<file path="src/rtl/multiword_add_ctrl.sv">
// Multiword adder/subtractor that time-shares one N-bit adder across WORDS words,
// processing the least-significant word first.

// Plain ripple N-bit adder with carry in and carry out.
module adder_nbit #(
   parameter int unsigned N = 4
) (
   input  logic [N-1:0] a,
   input  logic [N-1:0] b,
   input  logic         cin,
   output logic [N-1:0] sum,
   output logic         cout
);

   assign {cout, sum} = {1'b0, a} + {1'b0, b} + {{N{1'b0}}, cin};

endmodule

module multiword_add_ctrl #(
   parameter int unsigned N     = 4,
   parameter int unsigned WORDS = 4
) (
   input  logic                 clk,
   input  logic                 rst,
   input  logic                 start,
   input  logic                 op_sub,
   input  logic [N*WORDS-1:0]   a,
   input  logic [N*WORDS-1:0]   b,
   output logic                 busy,
   output logic                 done,
   output logic [N*WORDS-1:0]   result,
   output logic                 cout,
   output logic                 ovf
);

   localparam int unsigned IdxW = (WORDS > 1) ? $clog2(WORDS) : 1;

   typedef enum logic [1:0] {StIdle, StAdd, StDone} state_e;

   state_e               state_q, state_d;
   logic [IdxW-1:0]      idx_q, idx_d;
   logic                 carry_q, carry_d;
   logic                 sub_q, sub_d;
   logic [N*WORDS-1:0]   a_q, a_d;
   logic [N*WORDS-1:0]   b_q, b_d;
   logic [N*WORDS-1:0]   result_q, result_d;
   logic                 cout_q, cout_d;
   logic                 ovf_q, ovf_d;
   logic                 busy_q, busy_d;
   logic                 done_q, done_d;

   logic [N-1:0]         add_a, add_b, add_sum;
   logic                 add_cout;

   // Select the current word; subtraction is a + ~b + 1 with the +1 seeded in carry_q.
   always_comb begin
      add_a = a_q[idx_q*N +: N];
      add_b = b_q[idx_q*N +: N] ^ {N{sub_q}};
   end

   adder_nbit #(
      .N (N)
   ) u_adder (
      .a    (add_a),
      .b    (add_b),
      .cin  (carry_q),
      .sum  (add_sum),
      .cout (add_cout)
   );

   // Next-state and registered-output logic for the IDLE/ADD/DONE sequencer.
   always_comb begin
      state_d  = state_q;
      idx_d    = idx_q;
      carry_d  = carry_q;
      sub_d    = sub_q;
      a_d      = a_q;
      b_d      = b_q;
      result_d = result_q;
      cout_d   = cout_q;
      ovf_d    = ovf_q;

      unique case (state_q)
         StIdle: begin
            if (start) begin
               a_d     = a;
               b_d     = b;
               sub_d   = op_sub;
               idx_d   = '0;
               carry_d = op_sub;
               state_d = StAdd;
            end
         end
         StAdd: begin
            result_d[idx_q*N +: N] = add_sum;
            carry_d = add_cout;
            idx_d   = idx_q + 1'b1;
            if (idx_q == IdxW'(WORDS - 1)) begin
               // Top word: its carry and sign bits define the whole-operand flags.
               state_d = StDone;
               idx_d   = '0;
               cout_d  = add_cout;
               ovf_d   = (add_a[N-1] == add_b[N-1]) && (add_sum[N-1] != add_a[N-1]);
            end
         end
         StDone: begin
            state_d = StIdle;
         end
         default: begin
            state_d = StIdle;
         end
      endcase

      busy_d = (state_d == StAdd);
      done_d = (state_d == StDone);
   end

   // All state, including the registered busy/done flags, with asynchronous reset.
   always_ff @(posedge clk or posedge rst) begin
      if (rst) begin
         state_q  <= StIdle;
         idx_q    <= '0;
         carry_q  <= 1'b0;
         sub_q    <= 1'b0;
         a_q      <= '0;
         b_q      <= '0;
         result_q <= '0;
         cout_q   <= 1'b0;
         ovf_q    <= 1'b0;
         busy_q   <= 1'b0;
         done_q   <= 1'b0;
      end else begin
         state_q  <= state_d;
         idx_q    <= idx_d;
         carry_q  <= carry_d;
         sub_q    <= sub_d;
         a_q      <= a_d;
         b_q      <= b_d;
         result_q <= result_d;
         cout_q   <= cout_d;
         ovf_q    <= ovf_d;
         busy_q   <= busy_d;
         done_q   <= done_d;
      end
   end

   assign busy   = busy_q;
   assign done   = done_q;
   assign result = result_q;
   assign cout   = cout_q;
   assign ovf    = ovf_q;

endmodule

</file>
<file path="config.mk">
export PLATFORM = sky130hd
export DESIGN_NAME = multiword_add_ctrl
export DESIGN_NICKNAME = d
export VERILOG_FILES = /design/src/rtl/multiword_add_ctrl.sv
export SDC_FILE = /design/constraint.sdc
export NUM_CORES = 1
export LEC_CHECK = 0
export CAP_MARGIN = 20
export CORE_MARGIN = 1.5
export CORE_UTILIZATION = 45
export DETAILED_ROUTE_END_ITERATION = 10
export MAX_ROUTING_LAYER = met4
export PLACE_DENSITY = 0.75
export SYNTH_ARGS = -nofsm -noshare
export SYNTH_HDL_FRONTEND = slang
export SYNTH_SLANG_ARGS = --single-unit
</file>
<file path="constraint.sdc">
create_clock -name clk -period 2.57 [get_ports clk]
set_input_delay 0.514 -clock clk [delete_from_list [all_inputs] [get_ports clk]]
set_output_delay 0.514 -clock clk [all_outputs]
set_load 0.05 [all_outputs]
</file>
* Word-level counts from Yosys, hierarchy flattened
Index checks and enable logic that the tools add are counted.
** Operators by class
- Bitwise gates (word level) :: 1
- Multiplexer cells :: 9
- Reductions and logical operators :: 6
- Add/sub/neg operators :: 4
- Eq/ne operators :: 7
- Shift operators :: 4
** Operators by type and width (number)
- negation 4 -> 34 bit :: 1
- variable shift 4 x 34 -> 16 bit (first input constant) :: 1
- indexed part select 4 x 34 -> 16 bit :: 1
- indexed part select 16 x 5 -> 4 bit :: 2
- bitwise mux 16 bit :: 1
- 2-to-1 mux 2 bit :: 4
- case mux 2 bit (2 select lines) :: 2
- AND reduction 2 bit :: 3
- adder 4 x 4 -> 5 bit :: 1
- adder 5 x 1 -> 5 bit :: 1
- == test 2 x 1 -> 1 bit (second input constant) :: 2
- == test 2 bit (second input constant) :: 2
- bitwise XOR 4 bit :: 1
- adder 2 x 1 -> 2 bit (second input constant) :: 1
- zero test 2 bit :: 1
- != test 2 bit (second input constant) :: 1
- case mux 1 bit (2 select lines) :: 1
- nonzero test 2 bit :: 1
- == test 1 bit :: 1
- logical AND 1 bit :: 1
- 2-to-1 mux 1 bit :: 1
- != test 1 bit :: 1
** Storage, ports and cells
- Logic and storage cells :: 42
- Flip-flop bits (word level) :: 58
- Bits of input ports :: 36
- Output and inout port bits :: 20

* Logic depth before layout (Yosys ltp)
- Depth in word-level cells :: 6
- Mapped depth :: 9
- Mapped depth without buffers :: 8

* Hierarchy
Synthesis repeated with hierarchy kept, for this count alone.
** Unflattened totals
- Cells, all modules :: 197
- Area, all modules :: 2716.4 um2
** By module, submodules not included
- multiword_add_ctrl :: cells each 181, times used 1, sequential area each 1451.4 um2, area each 2572.5 um2
- adder_nbit :: cells each 16, times used 1, sequential area each 0.0 um2, area each 143.9 um2

* Least setup slack after synthesis
OpenSTA, ideal clock, no wires.
- Path kind :: register -> register
- From :: reg idx_q[1]
- To :: reg result_q[10] (netlist: result[10])
- Clock period less this slack :: 2.496 ns
- Cell stages (with the launch flop) :: 8
- Buffers on the path :: 1
- Data required time :: 2.438 ns
- Arrival time :: 2.364 ns
- Path slack :: 0.074 ns
- Library setup time :: 0.132 ns
- Cell sequence :: dfrtp_1 -> buf_2 -> mux4_2 -> xnor2_1 -> fa_1 -> fa_1 -> xor2_1 -> o21ai_0
** Between the ends
- Word-level cells in the longest chain between the ends :: 6
- Elaborated cells between the ends (all ways) :: 9
- Those cells by class :: 3 x add/sub; 4 x shift; 1 x mux; 1 x bitwise
** Ends and longest elaborated chain
- from (decl) :: RTL line 41 : logic [IdxW-1:0] idx_q, idx_d;
- from (signal assigned) :: RTL line 134 : idx_q <= idx_d;
- indexed part select 16 x 5 -> 4 bit :: RTL line 58 : add_b = b_q[idx_q*N +: N] ^ {N{sub_q}};
- bitwise XOR 4 bit :: RTL line 58
- adder 4 x 4 -> 5 bit :: RTL line 15 : assign {cout, sum} = {1'b0, a} + {1'b0, b} + {{N{1'b0}}, cin};
- adder 5 x 1 -> 5 bit :: RTL line 15
- indexed part select 4 x 34 -> 16 bit :: RTL line 95 : result_d[idx_q*N +: N] = add_sum;
- bitwise mux 16 bit * :: RTL line 95
- to (signal assigned) :: RTL line 139 : result_q <= result_d;
- to (decl) :: RTL line 46 : logic [N*WORDS-1:0] result_q, result_d;
Mark *: on every way between the ends. The rest lies on a longest branch, timed or not.
A chain may end at the register's enable or synchronous reset.

* Worst setup path after layout
- From :: reg idx_q[1]
- To :: reg cout_q (netlist: cout)
** Between the ends
- Word-level cells in the longest chain between the ends :: 4
- Elaborated cells between the ends (all ways) :: 7
- Those cells by class :: 2 x add/sub; 1 x eq/ne; 2 x shift; 1 x bitwise; 1 x reduce/logical
** Ends and longest elaborated chain
- indexed part select 16 x 5 -> 4 bit :: RTL line 58
- bitwise XOR 4 bit :: RTL line 58
- adder 4 x 4 -> 5 bit :: RTL line 15
- adder 5 x 1 -> 5 bit :: RTL line 15
- to (signal assigned) :: RTL line 140 : cout_q <= cout_d;
- to (decl) :: RTL line 47 : logic cout_q, cout_d;
Parallel ways exist; a longest one is shown, timed or not.

==> impl_metrics.ini <==
[status]
status = complete, no violations

[timing]
finalSetupViolations = 0
finalCritPeriodShare_pct = 96.5
finalHoldViolations = 0
drv_slew = 0
fmax_ghz = 0.403
fin_ws_ns = 0.0893
fin_crit_ns = 2.48
worst_pin_slew_ns = 0.551
slew_headroom_pct = 63.2
finalClockSkew_ns = 0.00817
rsz0062_at_grt = no

[global_routing]
grt_pass1_vias = 1857
grt_overflow_total = 0
grt_usage_pct = 18.9
grt_first_pass_wirelength_mm = 8.60
grt_max_degree = 36
antenna_found_initial = 0

[yosys]
synth_edf_count = 0
syn_nets = 248
async_flop_share_pct = 100
synthCells = 201
ys_types = 29
syn_area_um2 = 2660
ys_seq_area_share_pct = 54.6
avgSynthCellArea_um2 = 13.2
ys_ff_latch = 58
synth_ff_type = dfrtp_1
yosysWarnings = 0

[place]
place.gp.congestion = 0.778
dp_cells = 329
pre_cts_ws_ns = -0.0111
postPlaceCellArea_um2 = 3350
hpwl_mm = 3.71
place.port_buffers = 55

[clock_network]
clockRootBuffer = clkbuf_8
h-tree-depth = 3
clockBufferDepth = 2
clkTransAtPathRegs_ns = 0.07
numCtsBuffers = 9
cts_tree = built
cts_sinks = 58
clk_latency_ns = 0.34
cts_hold_buf = 0

[cells_and_area]
final_area_um2 = 3630
fin_util_pct = 64.7
num_antenna_cells = 0
areaGrowthSynthToFinish_pct = 36.6
drive_above_1_share_pct = 26.3
fill_cells = 476
fin_nets = 316
final_common_cell = dfrtp_1
stdcell_count = 346
final_cell_mix = dfrtp_1 (56), clkdlybuf4s50_1 (55), mux2_2 (33), nand2_1 (24), o21ai_0 (14)

[critical_path]
cp.arrival_ns = 2.73
worst-r2r-cell-count = 8
critPathKind = reg2reg
cp.required_ns = 2.82
end_kind = register
start_kind = register
critPathMaxFanout = 5

[hold_path]
holdPathStages = 2
hp-class = reg2reg

[die]
num_rows = 27
ioPinCount = 56
die_h_um = 79.8
core_region_area_um2 = 5610
die_area_um2 = 6370
initial_core_util_pct = 47.4
die_x_um = 79.8

[routing]
vias = 1743
ant_nets = 0
drt_iter0_drc = 69
drt_first_pass_iters = 4
avgViaCountPerCell = 5.04
drt_wl_total_mm = 4.94
wl_per_cell_um = 14.3
drc = 0

[flow_run]
max_cap_viol_count = 0
[layer usage]
layer	vias up	GRT usage [%]	part of all wire [%]	routed length, µm
met3	10	5.14	4.1	201
li1	840	-	-	-
met1	851	23.2	45	2220
met2	42	29.3	49	2420
met5	-	-	0	0
met4	0	8.28	2.0	98
[layout make-up]
cell class              instances  area, µm²  area share, %
clock buffers                   9        124           3.41
clock inverters                 7        141           3.90
inverters                      13       48.8           1.34
multi-input cells             123       1130           31.1
flip-flops and latches         58       1450           40.1
well taps                      72       90.1           2.48
repair buffers                 64        643           17.7
[cell usage after synthesis, drive strengths merged, types with 3 or more instances]
cell | instances | area share [%]
nand2 | 24 | 3.4
a22o | 4 | 1.3
nor2b | 4 | 0.94
dfrtp | 58 | 55
ha | 9 | 4.2
o21ai | 14 | 2.6
mux4 | 8 | 6.8
buf | 7 | 1.6
mux2 | 33 | 14
a21oi | 3 | 0.57
inv | 13 | 1.8
xor2 | 5 | 1.6
[worst max-delay path, cell delays in order, from the launching register on]
cell and delay, ns:
dfrtp_2 0.41, mux4_2 0.53, xnor2_1 0.15, fa_1 0.42, fa_1 0.44, inv_1 0.07, a21o_1 0.12, a21oi_1 0.09
o21ai_0 0.16
[sequential cells by signal, indices dropped and copies added (netlist names)]
name	count
a_q	16
b_q	16
busy	1
carry_q	1
cout	1
done	1
idx_q	2
ovf	1
result	16
state_q	2
sub_q	1
[logic make-up after synthesis]
kind of cell	count (synthesis)	share of synthesized area (%)
DFF	58	54.6
AOI/OAI and AO/OA	27	6.36
buffers and inverters	20	3.44
muxes	42	21.1
xor gates and xnor gates	7	2.31
adders and majority gates	11	5.75
and+or+nand+nor	36	6.36
[worst paths after layout]
kind,end,slack (ns),from
setup / recovery,cout,0.09,idx_q[1]
hold / removal,result[0],0.49,result[0]
setup reg to reg,cout,0.09,idx_q[1]
hold reg to reg,result[0],0.49,result[0]
max in group asynchronous,idx_q[1],1.49,rst
min in group asynchronous,result[0],0.52,rst
[timing repair]
| action | in CTS | in global routing |
|---|---|---|
| setup buffers | 0 | 1 |
| resized for setup | 1 | 2 |
| endpoints found under the setup margin | 3 | 9 |
| pin swaps | 0 | 1 |
| gates cloned | 0 | 0 |
[through the flow]
step,hold slack (ns),setup TNS (ns)
3_3_place_gp,0.462,0
5_1_grt,0.513,0
2_1_floorplan,0.475,0
3_5_place_dp,0.473,-0.0111
6_report,0.486,0
4_1_cts,0.490,0
Power is left out: the tool's default activity adds up to more than one toggle a clock period on the data nets, which glitch-free logic cannot reach.
